===== config.mk =====
export PLATFORM = sky130hd
export DESIGN_NAME = mem_wr_ctrl
export DESIGN_NICKNAME = d
export VERILOG_FILES = /design/src/rtl/mem_wr_ctrl.sv
export SDC_FILE = /design/constraint.sdc
export NUM_CORES = 1
export LEC_CHECK = 0
export CAP_MARGIN = 5
export CORE_AREA = 2 2 436 438
export CTS_CLUSTER_DIAMETER = 120
export DETAILED_ROUTE_END_ITERATION = 8
export DIE_AREA = 0 0 438 440
export SLEW_MARGIN = 30
export SYNTH_ARGS = -nofsm -noshare
export SYNTH_HDL_FRONTEND = slang
export SYNTH_SLANG_ARGS = --single-unit

===== constraint.sdc =====
create_clock -name sclk -period 1.69 [get_ports sclk]
set_input_delay 0.338 -clock sclk [delete_from_list [all_inputs] [get_ports sclk]]
set_output_delay 0.338 -clock sclk [all_outputs]
set_load 0.01 [all_outputs]

===== src/rtl/mem_wr_ctrl.sv =====
// mem_wr_ctrl: ingress write controller for the FFT transpose memory bank.
// Takes a SIZE_GROUP-lane AXI-Stream sample stream and writes one beat per
// handshake into the bank's port A. The address is the beat index, so a
// frame lands row-major. After LENGTH*LENGTH beats the block pulses flag0
// so the bank swaps halves. It then holds off the stream until downstream
// signals release_i.
//
// Ports:
//   sclk, rst_n        clock, asynchronous active-low reset
//   s_tdata/s_tkeep    stream payload and byte enables (lane i = bits [64i+63:64i])
//   s_tvalid/s_tlast   stream valid and source end-of-frame marker
//   s_tready           registered stream ready
//   release_i          downstream pulse: bank consumed, next frame may be written
//   wea/addra/dina0..7 bank port-A write (per-lane enable, address, lane data)
//   flag0              one-cycle frame-complete pulse to the bank
//   busy               frame complete and waiting for release
//   frame_cnt          completed frames, wraps at 0xFFFF
//   err_tlast          sticky: s_tlast disagreed with the beat count
module mem_wr_ctrl #(
  parameter int unsigned LENGTH      = 64,
  parameter int unsigned SIZE_GROUP  = 8,
  parameter int unsigned DWIDTH_BRAM = 64,
  parameter int unsigned AWIDTH_BRAM = 12
) (
  input  logic                                sclk,
  input  logic                                rst_n,
  input  logic [SIZE_GROUP*DWIDTH_BRAM-1:0]   s_tdata,
  input  logic [SIZE_GROUP*DWIDTH_BRAM/8-1:0] s_tkeep,
  input  logic                                s_tvalid,
  input  logic                                s_tlast,
  output logic                                s_tready,
  input  logic                                release_i,
  output logic [SIZE_GROUP-1:0]               wea,
  output logic [AWIDTH_BRAM-1:0]              addra,
  output logic [DWIDTH_BRAM-1:0]              dina0,
  output logic [DWIDTH_BRAM-1:0]              dina1,
  output logic [DWIDTH_BRAM-1:0]              dina2,
  output logic [DWIDTH_BRAM-1:0]              dina3,
  output logic [DWIDTH_BRAM-1:0]              dina4,
  output logic [DWIDTH_BRAM-1:0]              dina5,
  output logic [DWIDTH_BRAM-1:0]              dina6,
  output logic [DWIDTH_BRAM-1:0]              dina7,
  output logic                                flag0,
  output logic                                busy,
  output logic [15:0]                         frame_cnt,
  output logic                                err_tlast
);

  localparam int unsigned DATA_W      = SIZE_GROUP * DWIDTH_BRAM;
  localparam int unsigned LANE_BYTES  = DWIDTH_BRAM / 8;
  localparam int unsigned FRAME_BEATS = LENGTH * LENGTH;
  localparam logic [AWIDTH_BRAM-1:0] LAST_BEAT = AWIDTH_BRAM'(FRAME_BEATS - 1);

  typedef enum logic [1:0] {
    ST_FILL = 2'd0,
    ST_FLAG = 2'd1,
    ST_HOLD = 2'd2
  } state_t;

  state_t                   state_q, state_d;
  logic [AWIDTH_BRAM-1:0]   cnt_q, cnt_d;
  logic                     rel_q, rel_d;
  logic                     tready_q, tready_d;
  logic [SIZE_GROUP-1:0]    wea_q, wea_d;
  logic [AWIDTH_BRAM-1:0]   addra_q, addra_d;
  logic [DATA_W-1:0]        dina_q, dina_d;
  logic                     flag0_q, flag0_d;
  logic                     busy_q, busy_d;
  logic [15:0]              frame_cnt_q, frame_cnt_d;
  logic                     err_q, err_d;

  logic                     hs;
  logic                     last_beat;
  logic [SIZE_GROUP-1:0]    lane_full;

  // A lane is written only when all of its byte enables are set.
  for (genvar g = 0; g < SIZE_GROUP; g++) begin : g_lane
    assign lane_full[g] = &s_tkeep[g*LANE_BYTES +: LANE_BYTES];
  end

  assign hs        = s_tvalid & tready_q;
  assign last_beat = (cnt_q == LAST_BEAT);

  // State and output registers.
  always_ff @(posedge sclk or negedge rst_n) begin
    if (!rst_n) begin
      state_q     <= ST_FILL;
      cnt_q       <= '0;
      rel_q       <= 1'b0;
      tready_q    <= 1'b0;
      wea_q       <= '0;
      addra_q     <= '0;
      dina_q      <= '0;
      flag0_q     <= 1'b0;
      busy_q      <= 1'b0;
      frame_cnt_q <= '0;
      err_q       <= 1'b0;
    end else begin
      state_q     <= state_d;
      cnt_q       <= cnt_d;
      rel_q       <= rel_d;
      tready_q    <= tready_d;
      wea_q       <= wea_d;
      addra_q     <= addra_d;
      dina_q      <= dina_d;
      flag0_q     <= flag0_d;
      busy_q      <= busy_d;
      frame_cnt_q <= frame_cnt_d;
      err_q       <= err_d;
    end
  end

  // Next-state and next-output logic.
  always_comb begin
    state_d     = state_q;
    cnt_d       = cnt_q;
    rel_d       = rel_q;
    tready_d    = tready_q;
    wea_d       = '0;
    addra_d     = addra_q;
    dina_d      = dina_q;
    flag0_d     = 1'b0;
    frame_cnt_d = frame_cnt_q;
    err_d       = err_q;

    case (state_q)
      ST_FILL: begin
        tready_d = 1'b1;
        // A late ack for the previous frame is remembered for the next HOLD.
        if (release_i) rel_d = 1'b1;
        if (hs) begin
          wea_d   = lane_full;
          addra_d = cnt_q;
          dina_d  = s_tdata;
          if (s_tlast != last_beat) err_d = 1'b1;
          cnt_d = cnt_q + AWIDTH_BRAM'(1);
          if (last_beat) begin
            // Drop ready on the same edge so no beat of the next frame slips in.
            state_d  = ST_FLAG;
            tready_d = 1'b0;
          end
        end
      end
      ST_FLAG: begin
        tready_d    = 1'b0;
        flag0_d     = 1'b1;
        frame_cnt_d = frame_cnt_q + 16'd1;
        cnt_d       = '0;
        state_d     = ST_HOLD;
        if (release_i) rel_d = 1'b1;
      end
      ST_HOLD: begin
        tready_d = 1'b0;
        if (release_i || rel_q) begin
          state_d  = ST_FILL;
          tready_d = 1'b1;
          rel_d    = 1'b0;
        end
      end
      default: begin
        state_d  = ST_FILL;
        tready_d = 1'b0;
      end
    endcase

    busy_d = (state_d != ST_FILL);
  end

  assign s_tready  = tready_q;
  assign wea       = wea_q;
  assign addra     = addra_q;
  assign flag0     = flag0_q;
  assign busy      = busy_q;
  assign frame_cnt = frame_cnt_q;
  assign err_tlast = err_q;

  assign dina0 = dina_q[0*DWIDTH_BRAM +: DWIDTH_BRAM];
  assign dina1 = dina_q[1*DWIDTH_BRAM +: DWIDTH_BRAM];
  assign dina2 = dina_q[2*DWIDTH_BRAM +: DWIDTH_BRAM];
  assign dina3 = dina_q[3*DWIDTH_BRAM +: DWIDTH_BRAM];
  assign dina4 = dina_q[4*DWIDTH_BRAM +: DWIDTH_BRAM];
  assign dina5 = dina_q[5*DWIDTH_BRAM +: DWIDTH_BRAM];
  assign dina6 = dina_q[6*DWIDTH_BRAM +: DWIDTH_BRAM];
  assign dina7 = dina_q[7*DWIDTH_BRAM +: DWIDTH_BRAM];

endmodule

==> results of run 1 <==
-- worst max path at each step --
stage,end,slack (ns),cells after the start
final,dina2[15],0.04,1
after global routing,dina6[30],-0.03,1
after global placement,wea[5],-0.35,7
after detailed placement,wea[5],-0.36,7
after floorplan,busy,0.22,5
after CTS,dina6[24],-0.04,1
-- through the flow --
step / instances / utilization / hold slack (ns) / total power, W
after floorplan: 2395 / - / 0.0424 / 0.0175
after global placement: 6020 / 0.195 / 0.237 / 0.0231
after detailed placement: 6020 / 0.195 / 0.238 / 0.0232
after CTS: 6184 / 0.198 / 0.00158 / 0.0389
after global routing: 6193 / 0.198 / 0.0491 / 0.0399
final: 6209 / 0.199 / 0.109 / 0.0381
-- power groups by stage --
| stage | registers (W) | clock network, W | logic (W) |
|---|---|---|---|
| after floorplan | 0.0161 | 0 | 0.00141 |
| after global placement | 0.0157 | 0 | 0.00742 |
| after detailed placement | 0.0157 | 0 | 0.00746 |
| after CTS | 0.0155 | 0.0167 | 0.00672 |
| after global routing | 0.0156 | 0.0173 | 0.00707 |
| final | 0.0155 | 0.0161 | 0.00650 |
-- placed cells by master (no fill, tap or decap), drive strengths merged, types with 2 or more instances in the layout --
cell and n:
a31oi 4, and3 6, and4 3, buf 693
bufinv 4, clkbuf 102, clkdlybuf4s50 579, clkinv 18
dfrtp 567, diode 23, ha 2, inv 6
nand2 1590, nand3 8, nand4 25, nor2 8
nor3 11, o21ai 14, o311ai 2, o31ai 2
o41ai 2, xnor2 11, xor2 7
-- cells by family after synthesis --
kind of cell / Yosys count / share of synthesized area
adder cells (fa/ha/maj): 2 / 0.00116
AND/OR/NAND/NOR: 1657 / 0.296
AO/OA/AOI/OAI: 27 / 0.00762
buffers and inverters: 124 / 0.0329
flip-flops: 567 / 0.655
XOR/XNOR: 18 / 0.00762
-- timing repair --
item,CTS,global route
pin swaps,0,1
endpoints found under the hold margin,495,0
hold buffers,1,0
resized for setup,2226,12
setup endpoints to repair,549,30
buffers inserted,34,2
-- routing by layer --
layer | vias up | wire (µm) | track usage
li1 | 9801 | - | -
met5 | - | 388 | 0
met3 | 250 | 14800 | 0.0611
met2 | 888 | 63700 | 0.217
met1 | 10227 | 52500 | 0.158
met4 | 60 | 5150 | 0.0583
-- final cells by class --
cell class                      count  area (µm²)
Timing Repair Buffer             1273       10800
Tap cell                         2511        3140
Clock buffer                      102        2070
Fill cell                       20970      151000
Sequential cell                   567       14200
Clock inverter                     27         348
Multi-Input combinational cell   1704        6790
Inverter                            2        7.51
Antenna cell                       23        57.6
-- registers in the layout, summed over array words and instances, names as in the netlist --
name,flops
wea,8
busy,1
frame_cnt,16
state_q,2
err_tlast,1
s_tready,1
flag0,1
rel_q,1
addra,12
dina_q,512
cnt_q,12
==> run_summary.xml, run 1 <==
<?xml version="1.0" encoding="UTF-8"?>
<metrics>
  <group name="worst_setup_path">
    <metric name="crit_required" unit="ns">1.35</metric>
    <metric name="critical_path.top_delay_family" unit="">flip-flops</metric>
    <metric name="critical_path.max_stage_delay" unit="ns">0.45</metric>
    <metric name="crit_path_cell_trace" unit="">buf_2</metric>
    <metric name="kind_of_end_point_of_the_critical_path" unit="">output pin</metric>
    <metric name="setup.worst_path.class" unit="">reg -&gt; out</metric>
    <metric name="worst_setup_path_startpoint" unit="">dina_q[143]</metric>
    <metric name="critical_path_peak_fanout" unit="">2</metric>
    <metric name="start_kind" unit="">register</metric>
    <metric name="critPathBufInv" unit="">1</metric>
    <metric name="worst-r2r-setup-slack" unit="ns">0.06</metric>
    <metric name="ff2ff_path_depth" unit="">6</metric>
    <metric name="worst_path_max_delay_cell" unit="">sky130_fd_sc_hd__dfrtp_1</metric>
    <metric name="rr_endpoint" unit="">dina_q[109]</metric>
    <metric name="cp.arrival" unit="ns">1.32</metric>
    <metric name="crit-reg2reg-launch" unit="">state_q[0]</metric>
  </group>
  <group name="sta">
    <metric name="final-hold-violation-count" unit="">0</metric>
    <metric name="finalMaxSlewViolations" unit="">0</metric>
    <metric name="layout_min_cycle_time" unit="ns">1.65</metric>
    <metric name="unrepaired_setup_endpoints_after_global_routing" unit="">yes</metric>
    <metric name="timing.final.crit_share" unit="">0.978</metric>
    <metric name="max_slew.worst_pin.slew" unit="ns">0.535</metric>
    <metric name="post-route-worst-setup-slack" unit="ns">0.0364</metric>
    <metric name="tns" unit="ns">0</metric>
    <metric name="final-setup-viol-count" unit="">0</metric>
    <metric name="final.setup_skew" unit="ns">0.0372</metric>
    <metric name="headroom_to_the_max_slew_limit" unit="">0.644</metric>
    <metric name="highest_achievable_clock_rate" unit="MHz">605</metric>
  </group>
  <group name="pwr">
    <metric name="vdd_ir_drop_max" unit="µV">620</metric>
    <metric name="cellLeakagePower" unit="nW">18.7</metric>
    <metric name="power.density" unit="nW/µm²">1020</metric>
    <metric name="p_int" unit="W">0.0270</metric>
    <metric name="power_frac_comb" unit="">0.171</metric>
    <metric name="switching_power_total" unit="W">0.0111</metric>
    <metric name="seq_power_share" unit="">0.407</metric>
    <metric name="clkPwrFrac" unit="">0.422</metric>
    <metric name="power.share.switching" unit="">0.291</metric>
  </group>
  <group name="routing">
    <metric name="detailedRoute.firstIterationViolations" unit="">1329</metric>
    <metric name="wirelength" unit="µm">137000</metric>
    <metric name="drtPass1Iterations" unit="">5</metric>
    <metric name="drtAntennaViolNets" unit="">0</metric>
    <metric name="detail_route.wl_per_cell" unit="µm">22.0</metric>
    <metric name="route.detailed.drc" unit="">0</metric>
    <metric name="routed-via-count" unit="">21226</metric>
    <metric name="average_via_count_per_standard_cell" unit="">3.42</metric>
  </group>
  <group name="place">
    <metric name="dp_hpwl" unit="µm">114000</metric>
    <metric name="routabilityCongestion" unit="">0.909</metric>
    <metric name="pre_cts_slack" unit="ns">-0.356</metric>
    <metric name="io_buffer_count" unit="">1132</metric>
    <metric name="placed_area" unit="µm²">36700</metric>
  </group>
  <group name="layout">
    <metric name="design_area" unit="µm²">37400</metric>
    <metric name="flow.area_growth_from_synthesis" unit="%">72.8</metric>
    <metric name="finish.net_count" unit="">4203</metric>
    <metric name="drive_above_1_share" unit="">0.227</metric>
  </group>
  <group name="synth">
    <metric name="synth_edf_count" unit="">0</metric>
    <metric name="ys_ff_latch" unit="">567</metric>
    <metric name="synthCells" unit="">2395</metric>
    <metric name="yosys_top_cell_by_area" unit="">sky130_fd_sc_hd__dfrtp_1</metric>
    <metric name="yosysWarningCount" unit="">0</metric>
    <metric name="top_cells_by_area_synth" unit="">sky130_fd_sc_hd__dfrtp_1 66%, sky130_fd_sc_hd__nand2_1 28%, sky130_fd_sc_hd__buf_2 1.9%</metric>
    <metric name="post_synth_num_cell_types" unit="">36</metric>
    <metric name="yosys_most_used_dff" unit="">sky130_fd_sc_hd__dfrtp_1</metric>
    <metric name="synth-seq-area-share" unit="">0.655</metric>
    <metric name="synth-async-reset-ratio" unit="">1.00</metric>
    <metric name="synth.net_count" unit="">2978</metric>
    <metric name="post_synth_instance_area" unit="µm²">21700</metric>
    <metric name="synth_common_cells" unit="">1590 x sky130_fd_sc_hd__nand2_1, 567 x sky130_fd_sc_hd__dfrtp_1, 84 x sky130_fd_sc_hd__buf_2, 36 x sky130_fd_sc_hd__buf_4, 24 x sky130_fd_sc_hd__nand4_1</metric>
    <metric name="synthMostInstantiatedCell" unit="">sky130_fd_sc_hd__nand2_1</metric>
    <metric name="post_synth.cell_area_avg" unit="µm²">9.04</metric>
    <metric name="synth_top_cell_area_share" unit="">0.655</metric>
  </group>
  <group name="clock_tree">
    <metric name="cts_inserted_buffers" unit="">72</metric>
    <metric name="root_driver" unit="">sky130_fd_sc_hd__clkbuf_16</metric>
    <metric name="path_clk_slew" unit="ns">0.06</metric>
    <metric name="tritoncts_num_sinks" unit="">567</metric>
    <metric name="deepest_level_of_the_cts_h_tree" unit="">3</metric>
    <metric name="clock_latency" unit="ns">0.71</metric>
    <metric name="clock_path_buffers" unit="">3</metric>
    <metric name="tritoncts" unit="">yes</metric>
  </group>
  <group name="global_route">
    <metric name="grtUsageTotal" unit="">0.136</metric>
    <metric name="largest_net_degree_at_the_start_of_global_routing" unit="">96</metric>
    <metric name="antenna_found_initial" unit="">106</metric>
    <metric name="grt.overflow.total" unit="">0</metric>
    <metric name="grt_pass1_wl" unit="µm">180000</metric>
    <metric name="number_of_global_route_vias_before_repair" unit="">21167</metric>
  </group>
  <group name="floorplan">
    <metric name="die_h" unit="µm">440</metric>
    <metric name="initial_core_util" unit="">0.115</metric>
    <metric name="placementRows" unit="">160</metric>
    <metric name="io-pin-count" unit="">1133</metric>
    <metric name="floorplan.die_area" unit="µm²">193000</metric>
    <metric name="core" unit="µm²">189000</metric>
    <metric name="die_width" unit="µm">438</metric>
  </group>
  <group name="worst_hold_path">
    <metric name="worst_hold_path_type" unit="">in -&gt; async</metric>
  </group>
  <group name="run_status">
    <metric name="outcome" unit="">finished clean</metric>
  </group>
  <group name="job">
    <metric name="maxCapViolCount" unit="">0</metric>
  </group>
</metrics>
Note: power is estimated with default switching activity, not from simulation.
==> inputs of run 2 (changes only) <==
--- a/config.mk
+++ b/config.mk
@@ -10,7 +10,7 @@
 export CTS_CLUSTER_DIAMETER = 120
 export DETAILED_ROUTE_END_ITERATION = 8
 export DIE_AREA = 0 0 438 440
-export SLEW_MARGIN = 30
+export SLEW_MARGIN = 10
 export SYNTH_ARGS = -nofsm -noshare
 export SYNTH_HDL_FRONTEND = slang
 export SYNTH_SLANG_ARGS = --single-unit
==> results of run 2 <==
Final layout, timing and power as in run 1 (identical DEF).
